<file path="config.mk">
export PLATFORM = sky130hd
export DESIGN_NAME = spike_interval_decoder
export DESIGN_NICKNAME = d
export VERILOG_FILES = /design/src/rtl/spike_pkg.sv /design/src/rtl/spike_edge_sync.sv /design/src/rtl/spike_interval_decoder.sv
export SDC_FILE = /design/constraint.sdc
export NUM_CORES = 1
export LEC_CHECK = 0
export ABC_AREA = 0
export ABC_CLOCK_PERIOD_IN_PS = 2000
export CORE_MARGIN = 5
export CORE_UTILIZATION = 50
export DETAILED_ROUTE_END_ITERATION = 8
export GPL_TIMING_DRIVEN = 0
export PLACE_DENSITY = 0.72
export REMOVE_ABC_BUFFERS = 1
export SYNTH_ARGS = -nofsm -noshare
export SYNTH_HDL_FRONTEND = slang
export SYNTH_SLANG_ARGS = --single-unit
export TNS_END_PERCENT = 30
</file>
<file path="constraint.sdc">
create_clock -name clk -period 2 [get_ports clk]
set_input_delay 0.6 -clock clk [delete_from_list [all_inputs] [get_ports clk]]
set_output_delay 0.6 -clock clk [all_outputs]
set_load 0.01 [all_outputs]
</file>
<file path="src/rtl/spike_pkg.sv">
// Shared types and default widths for the spike-interval decoder.
package spike_pkg;

  localparam int unsigned ISI_W_DEF       = 16;
  localparam int unsigned RATE_W_DEF      = 8;
  localparam int unsigned WINDOW_DEF      = 1000;
  localparam int unsigned SYNC_STAGES_DEF = 2;

  typedef enum logic [1:0] {
    IDLE    = 2'd0,
    MEASURE = 2'd1,
    TIMEOUT = 2'd2
  } isi_state_e;

endpackage

</file>
<file path="src/rtl/spike_edge_sync.sv">
// Synchronizes spike_in into clk and flags its rising edges; the whole chain freezes while ena=0.
module spike_edge_sync
  import spike_pkg::*;
#(
  parameter int unsigned SYNC_STAGES = SYNC_STAGES_DEF
) (
  input  logic clk,
  input  logic rst_n,
  input  logic ena,
  input  logic spike_in,
  output logic edge_c
);

  logic s;
  logic s_q;

  generate
    if (SYNC_STAGES == 0) begin : g_nosync
      assign s = spike_in;
    end else begin : g_sync
      logic [SYNC_STAGES-1:0] sync;

      always_ff @(posedge clk) begin
        if (!rst_n) begin
          sync <= '0;
        end else if (ena) begin
          sync[0] <= spike_in;
          for (int i = 1; i < int'(SYNC_STAGES); i++) begin
            sync[i] <= sync[i-1];
          end
        end
      end

      assign s = sync[SYNC_STAGES-1];
    end
  endgenerate

  always_ff @(posedge clk) begin
    if (!rst_n) begin
      s_q <= 1'b0;
    end else if (ena) begin
      s_q <= s;
    end
  end

  assign edge_c = ena & s & ~s_q;

endmodule

</file>
<file path="src/rtl/spike_interval_decoder.sv">
// Decodes a spike train into inter-spike intervals (valid/ready) and a windowed spike rate.
module spike_interval_decoder
  import spike_pkg::*;
#(
  parameter int unsigned ISI_W       = ISI_W_DEF,
  parameter int unsigned RATE_W      = RATE_W_DEF,
  parameter int unsigned WINDOW      = WINDOW_DEF,
  parameter int unsigned SYNC_STAGES = SYNC_STAGES_DEF
) (
  input  logic              clk,
  input  logic              rst_n,
  input  logic              ena,
  input  logic              spike_in,
  output logic [ISI_W-1:0]  isi_out,
  output logic              isi_valid,
  input  logic              isi_ready,
  output logic              timeout,
  output logic              overrun,
  input  logic              overrun_clr,
  output logic [RATE_W-1:0] rate_out,
  output logic              rate_valid
);

  localparam int unsigned       WCNT_W   = $clog2(WINDOW);
  localparam logic [ISI_W-1:0]  MAX_ISI  = '1;
  localparam logic [RATE_W-1:0] RATE_MAX = '1;
  localparam logic [WCNT_W-1:0] WIN_LAST = WCNT_W'(WINDOW - 1);

  logic spike_edge;

  isi_state_e        state, state_d;
  logic [ISI_W-1:0]  cnt, cnt_d;
  logic              isi_new;
  logic              timeout_d;

  logic              accept;
  logic [ISI_W-1:0]  isi_out_d;
  logic              isi_valid_d;
  logic              overrun_d;

  logic [WCNT_W-1:0] wcnt, wcnt_d;
  logic [RATE_W-1:0] scnt, scnt_d, scnt_inc;
  logic [RATE_W-1:0] rate_out_d;
  logic              rate_valid_d;

  spike_edge_sync #(
    .SYNC_STAGES(SYNC_STAGES)
  ) u_edge (
    .clk     (clk),
    .rst_n   (rst_n),
    .ena     (ena),
    .spike_in(spike_in),
    .edge_c  (spike_edge)
  );

  // Interval FSM: the first spike (or the first after a timeout) only sets the reference.
  always_comb begin
    state_d   = state;
    cnt_d     = cnt;
    isi_new   = 1'b0;
    timeout_d = 1'b0;
    if (ena) begin
      unique case (state)
        IDLE, TIMEOUT: begin
          if (spike_edge) begin
            state_d = MEASURE;
            cnt_d   = ISI_W'(1);
          end
        end
        MEASURE: begin
          if (spike_edge) begin
            isi_new = 1'b1;
            cnt_d   = ISI_W'(1);
          end else if (cnt == MAX_ISI) begin
            state_d   = TIMEOUT;
            timeout_d = 1'b1;
          end else begin
            cnt_d = cnt + ISI_W'(1);
          end
        end
        default: state_d = IDLE;
      endcase
    end
  end

  // One-entry holding slot; a same-cycle accept frees it for the incoming interval.
  always_comb begin
    accept      = isi_valid & isi_ready;
    isi_out_d   = isi_out;
    isi_valid_d = isi_valid;
    overrun_d   = overrun;
    if (accept) begin
      isi_valid_d = 1'b0;
    end
    if (overrun_clr) begin
      overrun_d = 1'b0;
    end
    if (isi_new) begin
      if (!isi_valid || accept) begin
        isi_valid_d = 1'b1;
        isi_out_d   = cnt;
      end else begin
        overrun_d = 1'b1;
      end
    end
  end

  // Rate window; an edge on the closing cycle is counted in the closing window.
  always_comb begin
    scnt_inc     = (spike_edge && (scnt != RATE_MAX)) ? scnt + RATE_W'(1) : scnt;
    wcnt_d       = wcnt;
    scnt_d       = scnt;
    rate_out_d   = rate_out;
    rate_valid_d = 1'b0;
    if (ena) begin
      if (wcnt == WIN_LAST) begin
        wcnt_d       = '0;
        scnt_d       = '0;
        rate_out_d   = scnt_inc;
        rate_valid_d = 1'b1;
      end else begin
        wcnt_d = wcnt + WCNT_W'(1);
        scnt_d = scnt_inc;
      end
    end
  end

  always_ff @(posedge clk) begin
    if (!rst_n) begin
      state      <= IDLE;
      cnt        <= '0;
      timeout    <= 1'b0;
      isi_out    <= '0;
      isi_valid  <= 1'b0;
      overrun    <= 1'b0;
      wcnt       <= '0;
      scnt       <= '0;
      rate_out   <= '0;
      rate_valid <= 1'b0;
    end else begin
      state      <= state_d;
      cnt        <= cnt_d;
      timeout    <= timeout_d;
      isi_out    <= isi_out_d;
      isi_valid  <= isi_valid_d;
      overrun    <= overrun_d;
      wcnt       <= wcnt_d;
      scnt       <= scnt_d;
      rate_out   <= rate_out_d;
      rate_valid <= rate_valid_d;
    end
  end

endmodule

</file>
==> results of run 1 <==
## state kept, by name, summed over array words and instances (netlist names)
signal	cells
cnt	16
isi_out	16
wcnt	10
rate_out	8
scnt	8
state	2
u_edge.g_sync.sync	2
isi_valid	1
overrun	1
rate_valid	1
timeout	1
u_edge.s_q	1
## where the power goes
| group | total, mW | switching, mW | internal (mW) |
|---|---|---|---|
| clock | 1.03 | 0.484 | 0.542 |
| sequential | 1.35 | 0.00817 | 1.34 |
| combinational | 0.0870 | 0.0520 | 0.0350 |
| total | 2.46 | 0.544 | 1.92 |
## worst max path at each step
stage / start / slack [ns] / endpoint
floorplan: isi_ready / -0.22 / isi_out[0]
global placement: ena / -1.99 / isi_out[10]
detailed placement: ena / -1.28 / scnt[4]
CTS: cnt[1] / 0.02 / cnt[5]
global route: ena / -0.02 / scnt[4]
finish: ena / 0.1 / scnt[4]
## through the flow
step / std cells / total power, mW / setup WS, ns / area (um2) / TNS (ns)
final: 464 / 2.46 / 0.0963 / 3710 / 0
after global routing: 464 / 2.57 / -0.0233 / 3710 / -0.0400
after CTS: 464 / 2.49 / 0.0222 / 3690 / 0
after detailed placement: 449 / 1.47 / -1.28 / 3510 / -56.73
after global placement: 448 / 1.47 / -1.99 / 3490 / -82.17
after floorplan: 338 / 1.42 / -0.224 / 3070 / -3.59
## routing by layer
layer	up-vias	GRT usage, %	wire, um
met5	-	0	0
met4	0	9.07	121
met3	10	3.04	224
met2	46	27.6	2910
met1	1197	21.5	2970
li1	1320	-	-
## cells by family after synthesis
group | after synthesis | share of synthesized area (%)
xor+xnor | 13 | 3.61
flops | 67 | 42.6
compound gates | 61 | 13.7
simple gates | 165 | 28.2
buf+inv | 25 | 3.38
fa+ha+maj | 3 | 1.19
mux | 23 | 7.31
## cell usage after synthesis, drive strengths merged
library cell	number
nand4b	1
xnor2	7
o221a	9
a31oi	2
and2b	2
a21oi	3
o32ai	2
or2	2
nand2	46
a21boi	12
and2	10
nor2b	21
o22ai	2
mux2i	23
o2bb2ai	1
nand3	15
buf	8
or3	1
clkbuf	11
inv	5
nand4	13
o211a	1
nor4	3
ha	3
nand2b	8
and3	5
nor3	7
o21a	2
nor4b	1
a41oi	2
o211ai	1
and4	4
clkinv	1
nand3b	3
or4	3
a21bo	1
dfxtp	67
nor2	20
o21ai	23
xor2	6
## what timing repair did
item | 4_1_cts | 5_1_grt
setup endpoints to repair | 59 | 22
resized for setup | 8 | 4
setup buffers | 0 | 0
gates cloned | 0 | 0
pin swaps | 1 | 0
## critical path, delay by kind of cell
kind | cells | cell delay (ns)
compound gates | 2 | 0.26
buf+inv | 1 | 0.27
simple gates | 3 | 1.00
## cell type report
| class | count | area share, % |
|---|---|---|
| clock buffers | 13 | 4.55 |
| repair buffers | 34 | 9.17 |
| multi-input cells | 265 | 46.7 |
| inverters | 6 | 0.607 |
| flip-flops and latches | 67 | 36.1 |
| well taps | 77 | 2.60 |
| clock inverters | 2 | 0.270 |
==> summary by stage, run 1 <==
Clock network
The number of buffers created by CTS is 9. The tree is rooted in a sky130_fd_sc_hd__clkbuf_8. The worst-skew pair later-pin latency is 0.33 ns. The clock-pin slew on the worst setup and hold paths is 0.07 ns. The H-tree was split into 3 levels. TritonCTS built the clock tree. The longest clock path from root to sink contains 2 buffers. The total clock sinks is 67. Buffers inserted to repair hold after CTS numbered 0.

Yosys
The mean instance size in the synthesized netlist is 8.82 um2. The Yosys warning count is 0. Counting flops and latches in the post-synthesis netlist gives 67. The netlist area before placement is 3150 um2.

The gate count of the mapped netlist is 357. The biggest area contributor in the post-synthesis netlist is sky130_fd_sc_hd__dfxtp_1. Of the synthesized area, sequential elements account for 42.6%. Yosys attributes the largest share of cell area to sky130_fd_sc_hd__dfxtp_1 43%, sky130_fd_sc_hd__mux2i_1 7.3%, sky130_fd_sc_hd__nand2_1 5.4%, sky130_fd_sc_hd__nor2b_1 4.2%, sky130_fd_sc_hd__o221a_1 3.2%. After synthesis, the largest area contributor takes up 42.6% of total cell area.

The number of library cell types mapped by synthesis is 47.

Timing
The number of failing hold endpoints at the final stage is 0. The slew at the pin closest to its max-slew limit is 0.563 ns. The final max-slew violation count came to 0. Across the routed clock network, the largest skew measured is 0.00823 ns. The hold slack is 0.446 ns.

Measured against its own limit, the worst slew margin works out to 62.4%. Setup repair after global routing could not meet its margin everywhere. For this run, the top clock speed supported by timing is 525 MHz. The worst path uses 95.2% of the clock period. The worst path in the final design needs a cycle of 1.90 ns, including I/O delays and setup. The final number of setup-violating endpoints is 0.

Global route
Global routing used 17.0% of the available tracks across all layers. The number of antenna violations at the first check in global routing is 0. The via count of the first global-routing pass was 2,348. The wire length of the first global-routing pass is 10.7 mm.

The global-route congestion overflow total is 0. Entering global routing, the biggest net connects 61 pins.

Power
The worst-case IR drop observed on VDD is 0.394 mV. Power spread over the standard cell area amounts to 663 nW/um2. For this design the static power due to leakage is 1.20 nW.

Final layout
Cells fill 59.5% of the core in the end. The number of fill cells is 574. The area growth from synthesis to layout is 17.8%. In the layout the commonest cells are 67 x sky130_fd_sc_hd__dfxtp_1, 45 x sky130_fd_sc_hd__nand2_1, 31 x sky130_fd_sc_hd__clkdlybuf4s50_1. Summing all multi-input logic gate instances after layout gives 1730 um2. The final net count is 392.

The most common cell after layout, fill and taps aside is sky130_fd_sc_hd__dfxtp_1. The sequential cells in the finished layout cover a total of 1340 um2. The fraction of layout instances using a drive strength above 1 is 6.72%. The antenna diode instance count is 0.

Floorplanning
Once the floorplan was initialized, standard cells occupied 50.5% of the core. The number of rows created at floorplan is 29. The die extent in y is 89.4 um. In this run the count of I/O pins placed on the die edge is 34.

The die covers 7990 um2. Measured along the x axis, the die boundary spans 89.4 um. The area inside the core boundary is 6240 um2.

Critical path
The setup check on the worst reg-to-reg path leaves a slack of 0.1 ns. The beginning of the worst register-to-register path is cnt[1]. On the critical path, the stage with the largest delay is an instance of sky130_fd_sc_hd__or4_1.

The worst setup path is launched from an input port. The worst setup path is of the in -> reg kind. The capturing element type of the critical path is a flip-flop. The endpoint required time on the critical path is 2.23 ns. Walking the worst path, the cells encountered are buf_4, nand3b_1, or4_1, nand2_1, a21boi_1, o21a_1. The worst-case reg-to-reg path depth is 5. On the worst path, the slowest cell contributes a delay of 0.63 ns. The largest fanout of any net on the critical path is 30. At the worst endpoint, the arrival time is 2.14 ns. In this run the critical register-to-register path is captured at cnt[2].

Placement
The total of buffers placed on input and output ports is 33. The global placement routability congestion is 0.855. The wire-length estimate of the detail-placed layout is 4.25 mm.

Route
The post-route DRC violation count is 0. For this block, the routed nets add up to 6.23 mm of wire. Dividing the detail-routed via count by the number of cells gives 5.55. After detailed routing, the average wire length per cell comes to 13.4 um.

The detail route stage leaves a number of antenna-violating nets equal to 0. The length of the first detailed-routing pass in iterations is 4. For this block, the initial DRC count from the detailed router was 161. The routed layout has 2,573 vias.

Run
The max capacitance violation total is 0.

Worst hold path
The path with the worst hold slack has its endpoint at rate_out[4]. The class of the most critical hold timing path is reg -> reg. The startpoint identified for the worst hold timing path is rate_out[4].

Along the worst hold path, the cell count comes to 2.

Status
The run finished with clean final reports.
No activity file was read; power rests on OpenSTA's default activity.
==> inputs of run 2 (changes only) <==
CTS_CLUSTER_DIAMETER = 30   (was not set)
==> results of run 2 <==
Final layout, timing and power as in run 1 (identical DEF).
